$ cat config.mk
export PLATFORM = sky130hd
export DESIGN_NAME = bram0_loader
export DESIGN_NICKNAME = d
export VERILOG_FILES = /design/src/rtl/bram0_loader.sv
export SDC_FILE = /design/constraint.sdc
export NUM_CORES = 1
export LEC_CHECK = 0
export CAP_MARGIN = 25
export CORE_MARGIN = 2
export CORE_UTILIZATION = 50
export DETAILED_ROUTE_END_ITERATION = 6
export PLACE_DENSITY = 0.8
export SLEW_MARGIN = 15
export SYNTH_ARGS = -nofsm -noshare
export SYNTH_HDL_FRONTEND = slang
export SYNTH_SLANG_ARGS = --single-unit
$ cat constraint.sdc
create_clock -name clk -period 4.11 [get_ports clk]
set_clock_uncertainty 0.2 [all_clocks]
set_input_delay 0.6165 -clock clk [delete_from_list [all_inputs] [get_ports clk]]
set_output_delay 0.6165 -clock clk [all_outputs]
set_load 0.05 [all_outputs]
$ cat src/rtl/bram0_loader.sv
// Byte-stream packer feeding BRAM0: packs LANES stream elements per row, writes rows from
// address 0, then pulses start_run_o with the row count for the downstream accessor.
//
// state | meaning
// IDLE  | waiting for start_load_i, stream not accepted
// LOAD  | accepting bytes, writing one row per LANES bytes
// DONE  | one cycle; last row write strobe visible, launch pulse follows
module bram0_loader #(
  parameter int DWIDTH        = 32,
  parameter int IN_DATA_WIDTH = 8,
  parameter int AWIDTH        = 8,
  parameter int MEM_SIZE      = 256,
  parameter int CNT_BIT       = 31
) (
  input  logic                     clk,
  input  logic                     reset_n,
  input  logic                     start_load_i,
  input  logic [CNT_BIT-1:0]       load_count_i,
  input  logic                     s_valid_i,
  input  logic [IN_DATA_WIDTH-1:0] s_data_i,
  output logic                     s_ready_o,
  output logic [AWIDTH-1:0]        addr_b0_o,
  output logic                     ce_b0_o,
  output logic                     we_b0_o,
  output logic [DWIDTH-1:0]        d_b0_o,
  output logic                     idle_o,
  output logic                     load_o,
  output logic                     done_o,
  output logic                     start_run_o,
  output logic [CNT_BIT-1:0]       run_count_o
);

  localparam int LANES = DWIDTH / IN_DATA_WIDTH;
  localparam int LW    = (LANES > 1) ? $clog2(LANES) : 1;
  localparam int PW    = DWIDTH - IN_DATA_WIDTH;

  typedef enum logic [1:0] {S_IDLE, S_LOAD, S_DONE} state_t;

  state_t              state_q, state_d;
  logic [AWIDTH:0]     n_q;
  logic [AWIDTH:0]     row_cnt;
  logic [LW-1:0]       lane_cnt;
  logic [PW-1:0]       pack_q;
  logic [AWIDTH:0]     n_clamp;
  logic                hs;
  logic                last_lane;
  logic                last_row;

  // Clamping to MEM_SIZE guarantees row_cnt never needs to wrap the address.
  assign n_clamp   = (load_count_i > CNT_BIT'(MEM_SIZE)) ? (AWIDTH+1)'(MEM_SIZE)
                                                         : load_count_i[AWIDTH:0];
  assign hs        = s_valid_i & s_ready_o;
  assign last_lane = (lane_cnt == LW'(LANES - 1));
  assign last_row  = (row_cnt == (n_q - (AWIDTH+1)'(1)));

  always_ff @(posedge clk or negedge reset_n) begin
    if (!reset_n) begin
      state_q <= S_IDLE;
    end else begin
      state_q <= state_d;
    end
  end

  always_comb begin
    state_d = state_q;
    unique case (state_q)
      S_IDLE: begin
        if (start_load_i) begin
          state_d = (n_clamp == '0) ? S_DONE : S_LOAD;
        end
      end
      S_LOAD: begin
        if (hs && last_lane && last_row) begin
          state_d = S_DONE;
        end
      end
      S_DONE:  state_d = S_IDLE;
      default: state_d = S_IDLE;
    endcase
  end

  always_comb begin
    s_ready_o = (state_q == S_LOAD);
    idle_o    = (state_q == S_IDLE);
    load_o    = (state_q == S_LOAD);
    done_o    = (state_q == S_DONE);
  end

  always_ff @(posedge clk or negedge reset_n) begin
    if (!reset_n) begin
      n_q         <= '0;
      row_cnt     <= '0;
      lane_cnt    <= '0;
      pack_q      <= '0;
      addr_b0_o   <= '0;
      d_b0_o      <= '0;
      ce_b0_o     <= 1'b0;
      we_b0_o     <= 1'b0;
      start_run_o <= 1'b0;
      run_count_o <= '0;
    end else begin
      ce_b0_o     <= 1'b0;
      we_b0_o     <= 1'b0;
      start_run_o <= 1'b0;
      unique case (state_q)
        S_IDLE: begin
          if (start_load_i) begin
            n_q      <= n_clamp;
            row_cnt  <= '0;
            lane_cnt <= '0;
            pack_q   <= '0;
          end
        end
        S_LOAD: begin
          if (hs) begin
            lane_cnt <= lane_cnt + LW'(1);
            if (last_lane) begin
              // Top lane goes straight to the BRAM bus; it never needs to be held.
              ce_b0_o   <= 1'b1;
              we_b0_o   <= 1'b1;
              addr_b0_o <= row_cnt[AWIDTH-1:0];
              d_b0_o    <= {s_data_i, pack_q};
              row_cnt   <= row_cnt + (AWIDTH+1)'(1);
            end else begin
              pack_q[lane_cnt*IN_DATA_WIDTH +: IN_DATA_WIDTH] <= s_data_i;
            end
          end
        end
        S_DONE: begin
          start_run_o <= 1'b1;
          run_count_o <= CNT_BIT'(n_q);
        end
        default: ;
      endcase
    end
  end

endmodule
## Word level (Yosys, flattened, before mapping)

Cells that the tools add are included.
W data, S select, Z words.

- Shift operators: 2
- Bitwise operators: 1
- $add $sub $neg: 4
- Equality and inequality tests: 9
- Reduce and logical (&&, ||, !) cells: 11
- Multiply operators: 0
- Mux-type cells: 21
- Magnitude comparators: 1
- Divide/modulo/power cells: 0

Operators with widths:

| cell | number |
|---|---|
| $mux W24 | 3 |
| $pmux W24 S2 | 1 |
| $mux W9 | 4 |
| $neg A5 Y34 | 1 |
| $shift A8 B34 Y24 const A | 1 |
| $shiftx A8 B34 Y24 | 1 |
| $gt A31 B9 Y1 const B | 1 |
| $bwmux W24 | 1 |
| $pmux W9 S2 | 1 |
| $mux W2 | 5 |
| $add A9 B1 Y9 const B | 1 |
| $eq A9 B9 Y1 | 1 |
| $logic_not A9 Y1 | 1 |
| $sub A9 B1 Y9 const B | 1 |
| $pmux W2 S2 | 2 |
| $reduce_and A4 Y1 | 2 |
| $ne A2 B1 Y1 const B | 3 |
| $reduce_and A3 Y1 | 2 |
| $eq A2 B2 Y1 const B | 2 |
| $mux W1 | 4 |
| $ne A2 B2 Y1 const B | 2 |
| $reduce_and A2 Y1 | 2 |
| $add A2 B1 Y2 const B | 1 |
| $eq A2 B1 Y1 const B | 1 |
| 4 further kinds | 5 |

- Bits in writable memories: 0
- Memories: 0
- Logic and storage cells: 59
- Flip-flop bits (word level): 97
- ROM bits: 0
- Output and inout port bits: 78
- Latch bits: 0
- Input port bits: 43

## Longest topological paths before layout

- Depth in word-level cells: 6
- Gate-level depth with buffers: 8
- Mapped depth without buffers: 7

## Least setup slack after synthesis

No wires, ideal clock.

- Path kind: flip-flop to output port
- Start point: register state_q[1]
- End point: output s_ready_o
- Cell stages (with the launch flop): 5
- Buffers on the path: 2
- Data required time: 3293 ps
- Path slack: 1945 ps
- Data arrival time: 1348 ps
- Cells stage by stage: dfrtp_1 -> nand2b_1 -> buf_6 -> inv_1 -> buf_4

- Word-level cells in the longest chain between the ends: 1

Ends and longest elaborated chain:

| what | RTL line | RTL |
|---|---|---|
| start, declared | 39 | `state_t state_q, state_d;` |
| start signal, assigned | 60 | `state_q <= state_d;` |
| $eq A2 B1 Y1 | -- |  |
| end, declared | 21 | `output logic s_ready_o,` |

Every way passes these cells.

## Worst setup path after layout

- Start point: register state_q[0]
- End point: output done_o

- Word-level cells in the longest chain between the ends: 1

Ends and longest elaborated chain:

| what | RTL line | RTL |
|---|---|---|
| $eq A2 B2 Y1 | 86 | `done_o = (state_q == S_DONE);` |
| end, declared | 28 | `output logic done_o,` |

Every way passes these cells.

==> flow_summary.yaml <==
drt:
  routed_wl_um: 9938
  drc_errors: 0
  wire_per_inst_um: 14.81
  antenna_left: 0
  drt_first_iter_violations: 163
  post_drt_via_cell_ratio: 5.273
  via_count: 3538
  firstDrtPassIters: 4
power:
  p_leak_nw: 2.646
  vdd.ir_drop.worst_uv: 209.2
  sw_ratio_pct: 40.12
  seq_power_share_pct: 43.9
  intPower_mw: 1.663
  switching_power_mw: 1.114
  p_per_area_nw_per_um2: 493.8
  pwr-share-comb_pct: 34.3
  power.clock.fraction_pct: 21.8
floorplan:
  i_o_pin_cnt: 121
  chipHeight_um: 99.01
  initial_util_pct: 51.75
  placementRows: 34
  core_region_area_um2: 8721
  die_width_um: 99.01
  die_area_um2: 9802
placed_design:
  place_congestion: 0.8507
  place.detailed.hpwl_um: 7282
  postPlaceCellArea_um2: 5430
  post-place-cells: 655
  placement.io_buffers: 98
  detailedPlace.worstSlack_ns: 1.193
min_path:
  holdCritPathClass: "input pin to async pin"
clock_tree:
  path_clk_slew_ns: 0.10
  cts_setup_buffers: 0
  numClockSinks: 97
  tritoncts.num_buffers: 9
  cts.htree.levels: 3
  clock_latency_ns: 0.36
  clock_tree.root_cell: "clkbuf_8"
  cts_resized: 0
  cts_buffer_depth: 2
  hold_fix_buffer_count_after_cts: 0
  tritoncts: "done"
synth:
  postSynth.asyncResetShare_pct: 100.0
  synthCells: 467
  ys_seq_area_share_pct: 53.78
  synth_cell_type_count: 57
  post_synthesis_sequential_element_count: 97
  synth_enable_flop_cells: 0
  synth.avg_cell_area_um2: 9.664
  post_synth_instance_area_um2: 4513
  synthFlopType: "dfrtp_1"
  yosysWarningCount: 0
finish:
  antenna_cells_inserted: 0
  post_route_cells_drive_above_1_share_pct: 7.815
  syn2layout_area_growth_pct: 24.65
  utilization_pct: 64.51
  finalNetCount: 607
  count_of_non_filler_cells_in_the_finished_layout: 671
  mostFrequentLayoutCells: "154 x nand2_1, 97 x dfrtp_1, 97 x clkdlybuf4s50_1"
  postLayoutCellArea_um2: 5625
  most_frequent_standard_cell_in_the_layout_excluding_fill_and_tap_cells: "nand2_1"
sta:
  period_needed_ns: 3.070
  slew_viol_final: 0
  finalSetupTns_ns: 0
  worst-slew-pin-transition_ns: 0.9077
  achievable-frequency_ghz: 0.3258
  unrepaired_setup_endpoints_after_global_routing: "no"
  layout_worst_path_cycle_share_pct: 74.69
  finalWorstSetupSlack_ns: 1.040
  finalHoldViolCount: 0
  timing.max_slew.rel_slack_pct: 39.49
  setup_viol_count_final: 0
run_status:
  run_status: "finished clean"
worst_setup_path:
  timing.critical_path.slowest_stage_cell: "clkdlybuf4s50_1"
  critPathLaunchType: "flop"
  worst-endpoint-required_ns: 3.29
  timing_worst_setup_path_type: "flop to output port"
  worst_ep_arrival_time_ns: 2.25
  crit_path_end_kind: "output port"
  timing.critical_path.cells: "nand2b_1 > inv_1 > clkdlybuf4s50_1"
  slowest_delay_ns: 0.83
  worst-path-max-fanout: 12
  critical_path_buf_inv_count: 2
  cpLargestDelayFamily: "buffers and inverters"
global_route:
  grt.total_usage_pct: 20.86
  gr-total-overflow: 0
  grt_pass1_vias: 3332
  antenna_found_initial: 0
  grt_start_max_net_pins: 73
  grt_first_pass_wirelength_um: 16300
run:
  max_cap_violations: 0
## logic make-up (layout without fill, tap and decap cells)
logic type	after synthesis	in the layout	synth area share (%)
AND/OR/NAND/NOR	214	214	21.18
AO/OA/AOI/OAI	66	66	10.04
multiplexers	7	7	1.747
adder cells (fa/ha/maj)	6	6	1.663
flip-flops	97	97	53.78
buffers and inverters	58	133	8.012
XOR/XNOR	18	18	3.493
other	1	22	0.08309
## cell usage after synthesis, drive strengths merged (3+ instances only)
master / n / area share [%]
xor2: 7 / 1.4
mux2: 7 / 1.7
a22o: 8 / 1.6
ha: 6 / 1.7
clkbuf: 8 / 0.67
inv: 14 / 1.2
o21ai: 36 / 4.2
nor3: 3 / 0.33
buf: 35 / 6.1
nand2: 154 / 13
nor4: 9 / 1.2
o31ai: 8 / 1.3
dfrtp: 97 / 54
nor2: 13 / 1.1
xnor2: 11 / 2.1
nand3: 11 / 1.2
## routing by layer
metal	vias up	global-route usage [%]	part of all wire, %
met5	-	0	0
met4	0	8.114	1.6
met3	16	3.262	6.4
met2	132	33.78	49
met1	1702	28.46	43
li1	1688	-	-
## power by group through the flow
stage | registers, mW | clock network [mW] | logic [mW]
floorplan | 1.56 | 0 | 0.305
global placement | 1.23 | 0 | 0.936
global route | 1.24 | 0.652 | 1.02
CTS | 1.22 | 0.621 | 0.960
detailed placement | 1.24 | 0 | 0.957
finish | 1.22 | 0.605 | 0.953
## final timing paths
| kind | start | to | slack [ns] | depth (start not counted) |
|---|---|---|---|---|
| worst min-delay path | reset_n | run_count_o[4]$_DFFE_PN0P_ | 0.15 | 1 |
| min in group clk | pack_q[6]$_DFFE_PN0P_ | d_b0_o[6]$_DFFE_PN0P_ | 0.28 | 2 |
| worst max-delay path | state_q[0]$_DFFE_PN0P_ | done_o | 1.04 | 3 |
| worst min register to register | pack_q[6]$_DFFE_PN0P_ | d_b0_o[6]$_DFFE_PN0P_ | 0.28 | 2 |
| max in group asynchronous | reset_n | addr_b0_o[0]$_DFFE_PN0P_ | 2.68 | 2 |
| worst max register to register | lane_cnt[0]$_DFFE_PN0P_ | state_q[0]$_DFFE_PN0P_ | 1.66 | 5 |
## layout make-up
cell class                 count  area [µm²]
multi-input combinational    333        1803
sequential                    97        2427
tap                          108       135.1
fill                         689        3095
clock buffer                  10       137.6
inverter                      15       56.30
timing repair buffer         102        1008
clock inverter                 6       57.56
## state kept, by name, summed over array words and instances (netlist names)
| register | cells |
|---|---|
| d_b0_o | 32 |
| state_q | 2 |
| addr_b0_o | 8 |
| we_b0_o | 1 |
| lane_cnt | 2 |
| start_run_o | 1 |
| run_count_o | 9 |
| row_cnt | 9 |
| pack_q | 24 |
| n_q | 9 |
## stage by stage
stage / hold slack [ns] / total power [mW]
4_1_cts: 0.2003 / 2.801
6_report: 0.1467 / 2.778
3_3_place_gp: 0.2544 / 2.170
3_5_place_dp: 0.2530 / 2.196
2_1_floorplan: 0.1209 / 1.867
5_1_grt: 0.2448 / 2.912
No activity file was read; power rests on OpenSTA's default activity.
